File: src/rtl/clk_cfg_seq.sv
// clk_cfg_seq: runtime PLL sequencer on the reference clock.
// Gates the clocks, bypasses, loads FBDIV, waits for lock, then ungates.
module clk_cfg_seq #(
  parameter int FBDIV_WIDTH = 5,
  parameter int DEF_FBDIV   = 10,
  parameter int GATE_CYC    = 8,
  parameter int SETTLE_CYC  = 16,
  parameter int LOCK_STABLE = 32,
  parameter int LOCK_TMO    = 4096,
  parameter int CNT_WIDTH   = 13
) (
  input  logic                   clk,
  input  logic                   rst,
  input  logic                   I_CfgVld,
  output logic                   O_CfgRdy,
  input  logic [FBDIV_WIDTH-1:0] I_CfgFBDIV,
  input  logic                   I_CfgByp,
  input  logic                   I_PLLLock,
  output logic                   O_BypPLL,
  output logic [FBDIV_WIDTH-1:0] O_FBDIV,
  output logic                   O_SwClk,
  output logic                   O_CfgDone,
  output logic                   O_CfgErr,
  output logic                   O_LockLost
);
  localparam int SW = $clog2(LOCK_STABLE + 1);
  localparam logic [CNT_WIDTH-1:0] GATE_END = CNT_WIDTH'(GATE_CYC - 1);
  localparam logic [CNT_WIDTH-1:0] SETL_END = CNT_WIDTH'(SETTLE_CYC - 1);
  localparam logic [CNT_WIDTH-1:0] TMO_END  = CNT_WIDTH'(LOCK_TMO - 1);
  localparam logic [SW-1:0]        STAB_END = SW'(LOCK_STABLE - 1);
  localparam logic [FBDIV_WIDTH-1:0] DEF_FB = FBDIV_WIDTH'(DEF_FBDIV);

  typedef enum logic [2:0] {
    S_IDLE, S_GATE, S_BYP, S_LOAD,
    S_LOCK, S_UNGATE, S_DONE, S_ERR
  } state_t;

  state_t                 r_state, w_state_n;
  logic [CNT_WIDTH-1:0]   r_cnt, w_cnt_n;
  logic [SW-1:0]          r_stab, w_stab_n;
  logic [1:0]             r_sync;
  logic [FBDIV_WIDTH-1:0] r_cap_fb, w_cap_fb_n;
  logic [FBDIV_WIDTH-1:0] r_fbdiv, w_fbdiv_n;
  logic                   r_cap_byp, w_cap_byp_n;
  logic                   r_byp, w_byp_n;
  logic                   r_sw, w_sw_n;
  logic                   r_err, w_err_n;
  logic                   r_ll, w_ll_n;
  logic                   w_lock, w_acc, w_bad;

  assign w_lock     = r_sync[1];
  assign O_CfgRdy   = (r_state == S_IDLE) || (r_state == S_ERR);
  assign w_acc      = I_CfgVld && O_CfgRdy;
  assign w_bad      = (I_CfgFBDIV == '0) && !I_CfgByp;
  assign O_BypPLL   = r_byp;
  assign O_FBDIV    = r_fbdiv;
  assign O_SwClk    = r_sw;
  assign O_CfgDone  = (r_state == S_DONE);
  assign O_CfgErr   = r_err;
  assign O_LockLost = r_ll;

  always_comb begin
    w_state_n   = r_state;
    w_stab_n    = '0;
    w_cap_fb_n  = r_cap_fb;
    w_cap_byp_n = r_cap_byp;
    w_fbdiv_n   = r_fbdiv;
    w_byp_n     = r_byp;
    w_sw_n      = r_sw;
    w_err_n     = r_err;
    w_ll_n      = r_ll;
    unique case (r_state)
      S_IDLE, S_ERR: begin
        if (r_state == S_ERR && r_cnt == GATE_END)
          w_sw_n = 1'b1;
        if (r_state == S_IDLE && !r_byp && !w_lock)
          w_ll_n = 1'b1;
        if (w_acc) begin
          w_err_n = w_bad;
          w_ll_n  = 1'b0;
          if (w_bad) begin
            w_state_n = S_IDLE;
          end else begin
            w_state_n   = S_GATE;
            w_sw_n      = 1'b0;
            w_cap_fb_n  = I_CfgFBDIV;
            w_cap_byp_n = I_CfgByp;
          end
        end
      end
      S_GATE: begin
        if (r_cnt == GATE_END) begin
          w_state_n = S_BYP;
          w_byp_n   = 1'b1;
        end
      end
      S_BYP: begin
        if (r_cnt == GATE_END)
          w_state_n = S_LOAD;
      end
      S_LOAD: begin
        // Held every LOAD cycle so the boot pass picks up the defaults too
        w_fbdiv_n = r_cap_fb;
        w_byp_n   = r_cap_byp;
        if (r_cnt == SETL_END)
          w_state_n = r_cap_byp ? S_UNGATE : S_LOCK;
      end
      S_LOCK: begin
        if (w_lock)
          w_stab_n = r_stab + 1'b1;
        if (w_lock && r_stab == STAB_END) begin
          w_state_n = S_UNGATE;
        end else if (r_cnt == TMO_END) begin
          w_state_n = S_ERR;
          w_byp_n   = 1'b1;
          w_err_n   = 1'b1;
        end
      end
      S_UNGATE: begin
        if (r_cnt == GATE_END) begin
          w_state_n = S_DONE;
          w_sw_n    = 1'b1;
        end
      end
      S_DONE: begin
        w_state_n = S_IDLE;
      end
    endcase
    w_cnt_n = (w_state_n != r_state) ? '0 : r_cnt + 1'b1;
  end

  always_ff @(posedge clk) begin
    if (rst) begin
      r_state   <= S_LOAD;
      r_cnt     <= '0;
      r_stab    <= '0;
      r_sync    <= '0;
      r_cap_fb  <= DEF_FB;
      r_cap_byp <= 1'b0;
      r_fbdiv   <= DEF_FB;
      r_byp     <= 1'b1;
      r_sw      <= 1'b0;
      r_err     <= 1'b0;
      r_ll      <= 1'b0;
    end else begin
      r_state   <= w_state_n;
      r_cnt     <= w_cnt_n;
      r_stab    <= w_stab_n;
      r_sync    <= {r_sync[0], I_PLLLock};
      r_cap_fb  <= w_cap_fb_n;
      r_cap_byp <= w_cap_byp_n;
      r_fbdiv   <= w_fbdiv_n;
      r_byp     <= w_byp_n;
      r_sw      <= w_sw_n;
      r_err     <= w_err_n;
      r_ll      <= w_ll_n;
    end
  end

endmodule

File: config.mk
export PLATFORM = sky130hd
export DESIGN_NAME = clk_cfg_seq
export DESIGN_NICKNAME = d
export VERILOG_FILES = /design/src/rtl/clk_cfg_seq.sv
export SDC_FILE = /design/constraint.sdc
export NUM_CORES = 1
export LEC_CHECK = 0
export BUFFER_PORTS_ARGS = -buffer_cell sky130_fd_sc_hd__clkbuf_2
export CORE_ASPECT_RATIO = 0.5
export CORE_MARGIN = 4
export CORE_UTILIZATION = 47
export DETAILED_ROUTE_END_ITERATION = 10
export MAX_ROUTING_LAYER = met4
export PLACE_DENSITY_LB_ADDON = 0.08
export RECOVER_POWER = 100
export SYNTH_ARGS = -nofsm -noshare
export SYNTH_HDL_FRONTEND = slang
export SYNTH_SLANG_ARGS = --single-unit
File: constraint.sdc
create_clock -name clk -period 2.1 [get_ports clk]
set_input_delay 0.105 -clock clk [delete_from_list [all_inputs] [get_ports clk]]
set_output_delay 0.105 -clock clk [all_outputs]
set_load 0.05 [all_outputs]
==> key figures <==
Status
  – Outcome: completed

Synth
  – Library cells used by synthesis: 39
  – Number of synthesized flops with an enable pin: 0
  – Post-synthesis xor/xnor area fraction: 6.36%
  – Synth Area in Compound Gates: 11.7%
  – Largest family of logic cells by synthesized area: simple AND/OR/NAND/NOR gates
  – Synth top area share: 43.6%
  – Area contributors post-synth: dfxtp_1 (44%), nand2_1 (5.5%), xor2_1 (3.9%)
  – Post-synth top flop: dfxtp_1
  – Post-synth top area cell: dfxtp_1
  – Mapped Area: 1790 um2
  – Adder-cell share of the synthesized area: 1.40%
  – Multiplexer area fraction after synthesis: 0%
  – Synth Net Count: 215
  – Synth warn: 0
  – Ys async rst share: 0%
  – #FFs+latches synth: 39
  – Simple-gate share of the synthesized area: 33.4%
  – Share of the yosys chip area belonging to registers: 43.6%
  – Avg Inst Size Synth: 8.81 um2
  – Cells after Synth: 203

Power and ir drop
  – Pwr dens: 707 nW/um2
  – Pleak: 0.730 nW
  – Worst IR drop on VDD: 0.000578 V
  – Total power: 1.44 mW

Placement
  – Port Buffers: 20
  – Placed insts: 274
  – Post-DP HPWL: 2.61 mm
  – Gpl congestion: 0.800

Drt
  – DRT Wirelength: 3.72 mm
  – DR vias: 1495
  – Detailed-route DRC error count: 0
  – Drt first pass iters: 4
  – Initial detailed-routing violation count: 44
  – WL/cell: 13.2 um
  – Final ANT Viol Nets: 0
  – Via/cell ratio: 5.30

STA
  – Final Max Tran Viols: 0
  – Max Freq: 535 MHz
  – Worst Tran Pin Value: 0.951 ns
  – Hold_ws: 0.0259 ns
  – Relative slew margins: 36.6%
  – Clock period minus final worst setup slack: 1.87 ns
  – Period utilisation layout: 89.0%
  – Unrepaired setup endpoints after global routing: no
  – Final hold violation count: 0
  – # setup viols final: 0
  – Setup Skew: 0.00466 ns
  – Setup Total Neg Slack: 0 ns

Clock network
  – Clk sinks: 39
  – Clk slew on worst S/H paths: 0.08 ns
  – CTS H-tree depth: 2
  – Bufs on Longest Clock Path: 2
  – Root buffer cell: clkbuf_8
  – CTS tree: yes
  – Clk_lat worst skew: 0.29 ns
  – CTS buffer count: 5
  – Setup Buffers After CTS: 0

Critical path
  – Required time of the critical path: 2.27 ns
  – Crit path from: r_cnt[5]
  – CP Capture Type: register
  – R2R Path Start: r_cnt[5]
  – Crit Path Class: register to register
  – Critical path data arrival time: 2.04 ns
  – Worst setup SP type: register
  – Worst Path Max Fanout: 13

Final layout
  – Layout cells sized above 1: 11.7%
  – N_diodes: 0
  – Most common cell after layout, fill and taps aside: dfxtp_1
  – Final core utilization: 57.6%
  – Commonest non-fill, non-tap cells in the layout: dfxtp_1 (39), nand2_1 (26), nor2_1 (17)
  – Final net count: 242
  – Layout overhead on the synthesized area: 14.2%
  – Fin cells: 282

Floorplanning
  – Core Area: 3550 um2
  – Std-Cell Rows: 15
  – Die height: 51.6 um
  – Initial core utilization: 50.4%
  – Overall die area: 4920 um2
  – Die Wd: 95.3 um
  – I/O Pins: 21

Global route
  – Total track usage: 17.4%
  – GRT overflow: 0
  – Vias in the first global route: 1409
  – Initial antenna violation count: 0
  – First-pass GRT wire length: 6.37 mm
  – Largest net degree at the start of global routing: 24

Worst hold path
  – Min-delay src: I_PLLLock
  – Worst min path class: primary input to register

Run
  – Max-cap violations: 0
[kinds of logic (layout without fill, tap and decap cells)]
family / count (synthesis) / in the layout
and+or+nand+nor: 107 / 107
DFF: 39 / 39
AOI/OAI and AO/OA: 30 / 30
xor gates and xnor gates: 13 / 13
buffers and inverters: 12 / 40
adders and majority gates: 2 / 2
[stage by stage]
| step | setup slack, ns | area, um2 |
|---|---|---|
| finish | 0.231 | 2040 |
| global route | 0.0703 | 2040 |
| detailed placement | 0.185 | 1980 |
| global placement | 0.214 | 1980 |
| CTS | 0.153 | 2100 |
| floorplan | 0.289 | 1790 |
[worst paths after layout]
check | to | slack (ns) | cells after the start
max reg2reg | r_cnt[7] | 0.23 | 6
max | r_cnt[7] | 0.23 | 6
min reg2reg | r_sync[1] | 0.46 | 1
min | r_sync[0] | 0.03 | 2
[where the power goes]
| group | switching (mW) | internal (mW) | total (mW) |
|---|---|---|---|
| Sequential | 0.00692 | 0.747 | 0.754 |
| Clock | 0.262 | 0.384 | 0.646 |
| Combinational | 0.0260 | 0.0189 | 0.0449 |
[metal layers]
layer	part of all wire (%)	vias up	track usage [%]
met3	3.0	6	5.20
met2	43	15	25.5
met1	53	690	22.5
li1	-	784	-
met4	1.4	0	7.18
met5	0	-	-
[what timing repair did]
action,4_1_cts,5_1_grt
resized for setup,0,1
endpoints found under the setup margin,0,8
hold buffers,0,0
[worst max-delay path, stage by stage, from the launching register on]
cell and delay, ns:
dfxtp_1 0.35, nor4_1 0.45, and4_1 0.39, nand2_1 0.13
a31oi_4 0.22, buf_12 0.15, nor4_1 0.06
[final cells by class]
| type | instances | area (um2) |
|---|---|---|
| repair buffers | 29 | 151 |
| well taps | 51 | 63.8 |
| clock inverters | 2 | 35.0 |
| inverters | 3 | 11.3 |
| flip-flops and latches | 39 | 781 |
| fillers | 354 | 1500 |
| clock buffers | 6 | 82.6 |
| multi-input cells | 152 | 918 |
[state kept, by name, indices dropped and copies added, names as in the netlist]
register / flops
O_LockLost: 1
r_cap_byp: 1
O_FBDIV: 5
r_sync: 2
O_BypPLL: 1
r_cap_fb: 5
r_stab: 6
r_state: 3
O_SwClk: 1
O_CfgErr: 1
r_cnt: 13
[cells in the mapped netlist (2+ instances only)]
library cell and number:
a21oi_1 8, a22oi_1 3, a31oi_1 4, and3_1 3, and4_1 2, buf_2 2, buf_6 2, clkbuf_1 5
dfxtp_1 39, ha_1 2, inv_1 3, nand2_1 26, nand2b_1 4, nand3_1 7, nand3b_1 6, nand4_1 7
nor2_1 17, nor2b_1 5, nor3_1 12, nor3b_1 2, nor4_1 4, nor4_2 5, o21ai_0 6, o21ai_2 2
or3_1 2, xnor2_1 5, xor2_1 8
No activity file was read; power rests on OpenSTA's default activity.
